$ cat config.mk
export PLATFORM = sky130hd
export DESIGN_NAME = pipe_sel_mux_flat
export DESIGN_NICKNAME = d
export VERILOG_FILES = /design/src/rtl/pipe_sel_mux_if.sv /design/src/rtl/pipe_sel_mux.sv /design/src/flat_wrapper.sv
export SDC_FILE = /design/constraint.sdc
export NUM_CORES = 1
export LEC_CHECK = 0
export CAP_MARGIN = 25
export CORE_MARGIN = 2
export CORE_UTILIZATION = 32
export DETAILED_ROUTE_END_ITERATION = 12
export GPL_TIMING_DRIVEN = 1
export PLACE_DENSITY = 0.86
export SYNTH_ARGS = -nofsm -noshare
export SYNTH_HDL_FRONTEND = slang
export SYNTH_SLANG_ARGS = --single-unit
$ cat constraint.sdc
create_clock -name clk_i -period 1.2 [get_ports clk_i]
set_clock_uncertainty 0.1 [all_clocks]
set_input_delay 0.24 -clock clk_i [delete_from_list [all_inputs] [get_ports clk_i]]
set_output_delay 0.24 -clock clk_i [all_outputs]
set_load 0.01 [all_outputs]
$ cat src/rtl/pipe_sel_mux_if.sv
// pipe_sel_mux_if: bundles the data, select and hazard-control inputs and the
// registered outputs of pipe_sel_mux.
//   master : drives data_i/select_i/valid_i/stall_i/flush_i, reads outputs
//   slave  : the mux itself
interface pipe_sel_mux_if #(
    parameter int NUM_IN = 3,
    parameter int WIDTH  = 32,
    parameter int SEL_W  = 2
);
    logic [NUM_IN*WIDTH-1:0] data_i;
    logic [SEL_W-1:0]        select_i;
    logic                    valid_i;
    logic                    stall_i;
    logic                    flush_i;
    logic [WIDTH-1:0]        data_o;
    logic                    valid_o;
    logic                    sel_err_o;
    logic [15:0]             err_cnt_o;

    modport master (
        output data_i, select_i, valid_i, stall_i, flush_i,
        input  data_o, valid_o, sel_err_o, err_cnt_o
    );

    modport slave (
        input  data_i, select_i, valid_i, stall_i, flush_i,
        output data_o, valid_o, sel_err_o, err_cnt_o
    );
endinterface

$ cat src/rtl/pipe_sel_mux.sv
// pipe_sel_mux: NUM_IN-way WIDTH-bit select mux feeding a STAGES-deep register
// pipeline with valid, stall (hold) and flush; latency is STAGES cycles.
// Ports:
//   clk_i          rising-edge clock
//   rst_i          synchronous active-high reset (beats flush and stall)
//   bus.data_i     packed inputs, input k = data_i[k*WIDTH +: WIDTH]
//   bus.select_i   input index; >= NUM_IN picks input 0 and flags an error
//   bus.valid_i    input beat qualifier
//   bus.stall_i    hold every stage, input beat not captured
//   bus.flush_i    clear every stage to zero, input beat dropped
//   bus.data_o     selected data, STAGES cycles later
//   bus.valid_o    valid aligned with data_o
//   bus.sel_err_o  beat on data_o had an out-of-range select
//   bus.err_cnt_o  saturating out-of-range count
// Build option: define PIPE_SEL_MUX_ERR_CNT_EN to build the 16-bit saturating
// error counter; otherwise err_cnt_o is tied to zero.
module pipe_sel_mux #(
    parameter int NUM_IN = 3,
    parameter int WIDTH  = 32,
    parameter int SEL_W  = 2,
    parameter int STAGES = 1
) (
    input  logic          clk_i,
    input  logic          rst_i,
    pipe_sel_mux_if.slave bus
);

    // Stage 0: combinational selection. An unmatched select falls through
    // to the input-0 default with the error flag still set.
    logic [WIDTH-1:0] sel_data;
    logic             sel_err;

    always_comb begin
        sel_data = bus.data_i[WIDTH-1:0];
        sel_err  = 1'b1;
        for (int k = 0; k < NUM_IN; k++) begin
            if (bus.select_i == SEL_W'(k)) begin
                sel_data = bus.data_i[k*WIDTH +: WIDTH];
                sel_err  = 1'b0;
            end
        end
    end

    // Shift pipeline. Reset and flush have the same effect on the stages;
    // they differ only for the error counter below.
    logic [WIDTH-1:0]  stg_data [STAGES];
    logic [STAGES-1:0] stg_vld;
    logic [STAGES-1:0] stg_err;

    always_ff @(posedge clk_i) begin
        if (rst_i || bus.flush_i) begin
            for (int s = 0; s < STAGES; s++) begin
                stg_data[s] <= '0;
            end
            stg_vld <= '0;
            stg_err <= '0;
        end else if (!bus.stall_i) begin
            stg_data[0] <= sel_data;
            stg_vld[0]  <= bus.valid_i;
            stg_err[0]  <= sel_err;
            for (int s = 1; s < STAGES; s++) begin
                stg_data[s] <= stg_data[s-1];
                stg_vld[s]  <= stg_vld[s-1];
                stg_err[s]  <= stg_err[s-1];
            end
        end
    end

    assign bus.data_o    = stg_data[STAGES-1];
    assign bus.valid_o   = stg_vld[STAGES-1];
    assign bus.sel_err_o = stg_err[STAGES-1];

`ifdef PIPE_SEL_MUX_ERR_CNT_EN
    // Counts accepted valid beats with a bad select; survives flush so the
    // hazard unit cannot hide errors.
    logic [15:0] err_cnt;
    logic        cnt_inc;

    assign cnt_inc = bus.valid_i && sel_err && !bus.stall_i &&
                     !bus.flush_i && (err_cnt != 16'hFFFF);

    always_ff @(posedge clk_i) begin
        if (rst_i) begin
            err_cnt <= '0;
        end else if (cnt_inc) begin
            err_cnt <= err_cnt + 16'd1;
        end
    end

    assign bus.err_cnt_o = err_cnt;
`else
    assign bus.err_cnt_o = 16'h0000;
`endif

endmodule

$ cat src/flat_wrapper.sv
// flat-port wrapper written by rule: the top's interface ports become plain ports
module pipe_sel_mux_flat 
#(
    parameter int NUM_IN = 3,
    parameter int WIDTH  = 32,
    parameter int SEL_W  = 2,
    parameter int STAGES = 1
)
  (clk_i, rst_i, bus_data_i, bus_select_i, bus_valid_i, bus_stall_i, bus_flush_i, bus_data_o, bus_valid_o, bus_sel_err_o, bus_err_cnt_o);
  pipe_sel_mux_if #(.NUM_IN(NUM_IN), .WIDTH(WIDTH), .SEL_W(SEL_W)) bus_i ();
  input  logic clk_i;
  input  logic rst_i;
  input wire logic [$bits(bus_i.data_i)-1:0] bus_data_i;
  input wire logic [$bits(bus_i.select_i)-1:0] bus_select_i;
  input wire logic [$bits(bus_i.valid_i)-1:0] bus_valid_i;
  input wire logic [$bits(bus_i.stall_i)-1:0] bus_stall_i;
  input wire logic [$bits(bus_i.flush_i)-1:0] bus_flush_i;
  output wire logic [$bits(bus_i.data_o)-1:0] bus_data_o;
  output wire logic [$bits(bus_i.valid_o)-1:0] bus_valid_o;
  output wire logic [$bits(bus_i.sel_err_o)-1:0] bus_sel_err_o;
  output wire logic [$bits(bus_i.err_cnt_o)-1:0] bus_err_cnt_o;
  assign bus_i.data_i = bus_data_i;
  assign bus_i.select_i = bus_select_i;
  assign bus_i.valid_i = bus_valid_i;
  assign bus_i.stall_i = bus_stall_i;
  assign bus_i.flush_i = bus_flush_i;
  assign bus_data_o = bus_i.data_o;
  assign bus_valid_o = bus_i.valid_o;
  assign bus_sel_err_o = bus_i.sel_err_o;
  assign bus_err_cnt_o = bus_i.err_cnt_o;
  pipe_sel_mux #(.NUM_IN(NUM_IN), .WIDTH(WIDTH), .SEL_W(SEL_W), .STAGES(STAGES)) u_core (.clk_i(clk_i), .rst_i(rst_i), .bus(bus_i));
endmodule
==> reports/metrics.yaml <==
clockBufferDepth: 2
switching_share_pct: 26.9
vias: 1989
chipHeight_um: 87.2
fmax_mhz: 851
overflow: 0
status: "finished clean"
netlist_instances: 172
ys_dominant_reg_cell: "edfxtp_1"
core_area_um2: 6760
fp.dieW_um: 87.2
internal_power_mw: 2.46
initial_utilization_pct: 32.8
insertion_delay_ps: 280
yosys_warnings: 0
avgSynthCellArea_um2: 12.9
power_mw: 3.36
drt_wl_total_um: 7010
p_sw_mw: 0.903
num_io_pins: 153
cp.required_ps: 1240
crit_path_top_delay_cell: "buf_4"
synthArstFlopShare_pct: 0
end_kind: "register"
grt_usage_pct: 17.6
crit_arrival_ps: 1210
drive_gt1_share_pct: 53.8
holdWs_ps: 147
via_per_inst: 4.74
wire_per_inst_um: 16.7
slowest_delay_ps: 160
diodes: 0
cp_max_fo: 8
setup_viol: 0
dr.pass1.iters: 7
h-tree-depth: 2
ant_nets: 0
irDropWorstVdd_mv: 0.485
p_leak_nw: 1.60
hold_violations: 0
place_area_um2: 3730
p_clk_share_pct: 23.7
multi_input_area_um2: 1040
pwr-share-seq_pct: 41.4
cp-start-kind: "input pin"
critPathTopFamily: "buffers and inverters"
seq_area_um2: 1000
io_buffers: 136
grt_pass1_vias: 2000
finalCritPeriodShare_pct: 97.9
hold_buffers: 0
ys_ff_latch: 34
comb_power_share_pct: 35.0
cts_tree: "done"
nNetsFinal: 442
drc: 0
syn_area_um2: 2220
synth.distinct_cells: 26
clk_pin_slew_ps: 70
final-max-slew-violation-count: 0
rsz0062_at_grt: "yes"
syn2layout_area_growth_pct: 83.0
worst-path-buf-inv: 5
die_area_um2: 7610
nFillCells: 554
rows: 30
place_congestion: 0.721
cts_buffers: 5
crit_type: "input pin to register"
maxCapViolations: 0
antenna_found_initial: 0
period_minus_slack_ps: 1180
fin_area_um2: 4060
drtIter0Drc: 56
cts.sinks: 34
hold_class: "input pin to register"
crit_chain: "buf_4 -> buf_6 -> buf_6 -> nor2b_4 -> buf_4 -> buf_16 -> a22oi_2 -> a21oi_2"
fin_util_pct: 60.0
grt_pass1_wl_um: 10000
power_density_nw_per_um2: 828
post-dp-hpwl_um: 4840
clockRootBuffer: "clkbuf_8"
synth-edff-count: 32
ys_seq_area_share_pct: 45.1
grt_max_degree: 18
## Yosys cell counts, types with 2 or more instances
cell type / instances / area, um^2
a22oi_2: 30 / 375
a21oi_2: 30 / 263
buf_4: 16 / 120
a211oi_1: 2 / 15.0
dfxtp_1: 2 / 40.0
clkbuf_4: 3 / 22.5
edfxtp_1: 32 / 961
buf_6: 10 / 113
nand2_2: 30 / 188
## layout make-up
cell class | count | area share, %
multi-input combinational | 122 | 25.6
timing repair buffer | 175 | 45.0
inverter | 1 | 0.216
tap | 80 | 2.47
clock inverter | 3 | 0.278
sequential | 34 | 24.7
clock buffer | 5 | 1.70
## sequential cells by signal, indices dropped and copies added (netlist names)
name,count
u_core.stg_data,32
u_core.bus.sel_err_o,1
u_core.bus.valid_o,1
## per-layer routing
metal / track usage, % / up-vias / wire, um
li1: - / 948 / -
met1: 20.3 / 934 / 2770
met2: 32.4 / 105 / 3620
met3: 4.64 / 2 / 587
met4: 3.92 / 0 / 34
met5: 0 / - / 0
## what timing repair did
action / 4_1_cts / 5_1_grt
gates resized for setup: 173 / 8
buffers inserted: 12 / 3
pin swaps: 6 / 4
cloned: 7 / 1
setup endpoints to repair: 100 / 41
## placed cells by master, fill, tap and decap left out, drive strengths merged
cell            n
buf            75
xnor2           1
nor2            1
a21oi          31
a22o            1
clkdlybuf4s15   2
or3             1
inv             1
and2b           1
mux2i           1
a211oi          2
a32o            1
and2            1
clkinv          3
nor3            1
nand2          31
clkdlybuf4s50  97
a22oi          31
nor2b           2
conb           16
dfxtp           2
edfxtp         32
clkbuf          6
## worst paths after layout
| path | startpoint | cells past startpoint | endpoint | slack (ps) |
|---|---|---|---|---|
| worst max-delay path | bus_select_i[0] | 8 | u_core.stg_data[0][3] | 20 |
| worst min-delay path | bus_select_i[1] | 2 | u_core.bus.sel_err_o | 150 |
| worst max register to register | u_core.bus.valid_o | 1 | u_core.bus.valid_o | 470 |
| worst min register to register | u_core.bus.sel_err_o | 1 | u_core.bus.sel_err_o | 370 |
## power by group through the flow
stage / combinational (mW) / sequential [mW] / clock [mW]
5_1_grt: 1.24 / 1.39 / 0.862
3_3_place_gp: 1.03 / 1.41 / 0
3_5_place_dp: 1.04 / 1.42 / 0
6_report: 1.17 / 1.39 / 0.795
4_1_cts: 1.17 / 1.39 / 0.816
2_1_floorplan: 0.415 / 1.46 / 0
## cell families after synthesis
| logic type | Yosys count | share of synthesized area [%] |
|---|---|---|
| AO/OA/AOI/OAI | 66 | 30.9 |
| AND/OR/NAND/NOR | 38 | 10.7 |
| flip-flops | 34 | 45.1 |
| buffers and inverters | 31 | 11.9 |
| XOR/XNOR | 1 | 0.734 |
| multiplexers | 1 | 0.451 |
| other | 1 | 0.169 |
## per-stage QoR
step | setup slack, ps | std cells | TNS [ps]
2_1_floorplan | -60.5 | 187 | -1610
3_3_place_gp | -604 | 391 | -34560
3_5_place_dp | -648 | 391 | -35840
4_1_cts | 5.98 | 416 | 0
5_1_grt | -8.70 | 420 | -24.5
6_report | 24.7 | 420 | 0
Power figures use the tool's default switching activity.
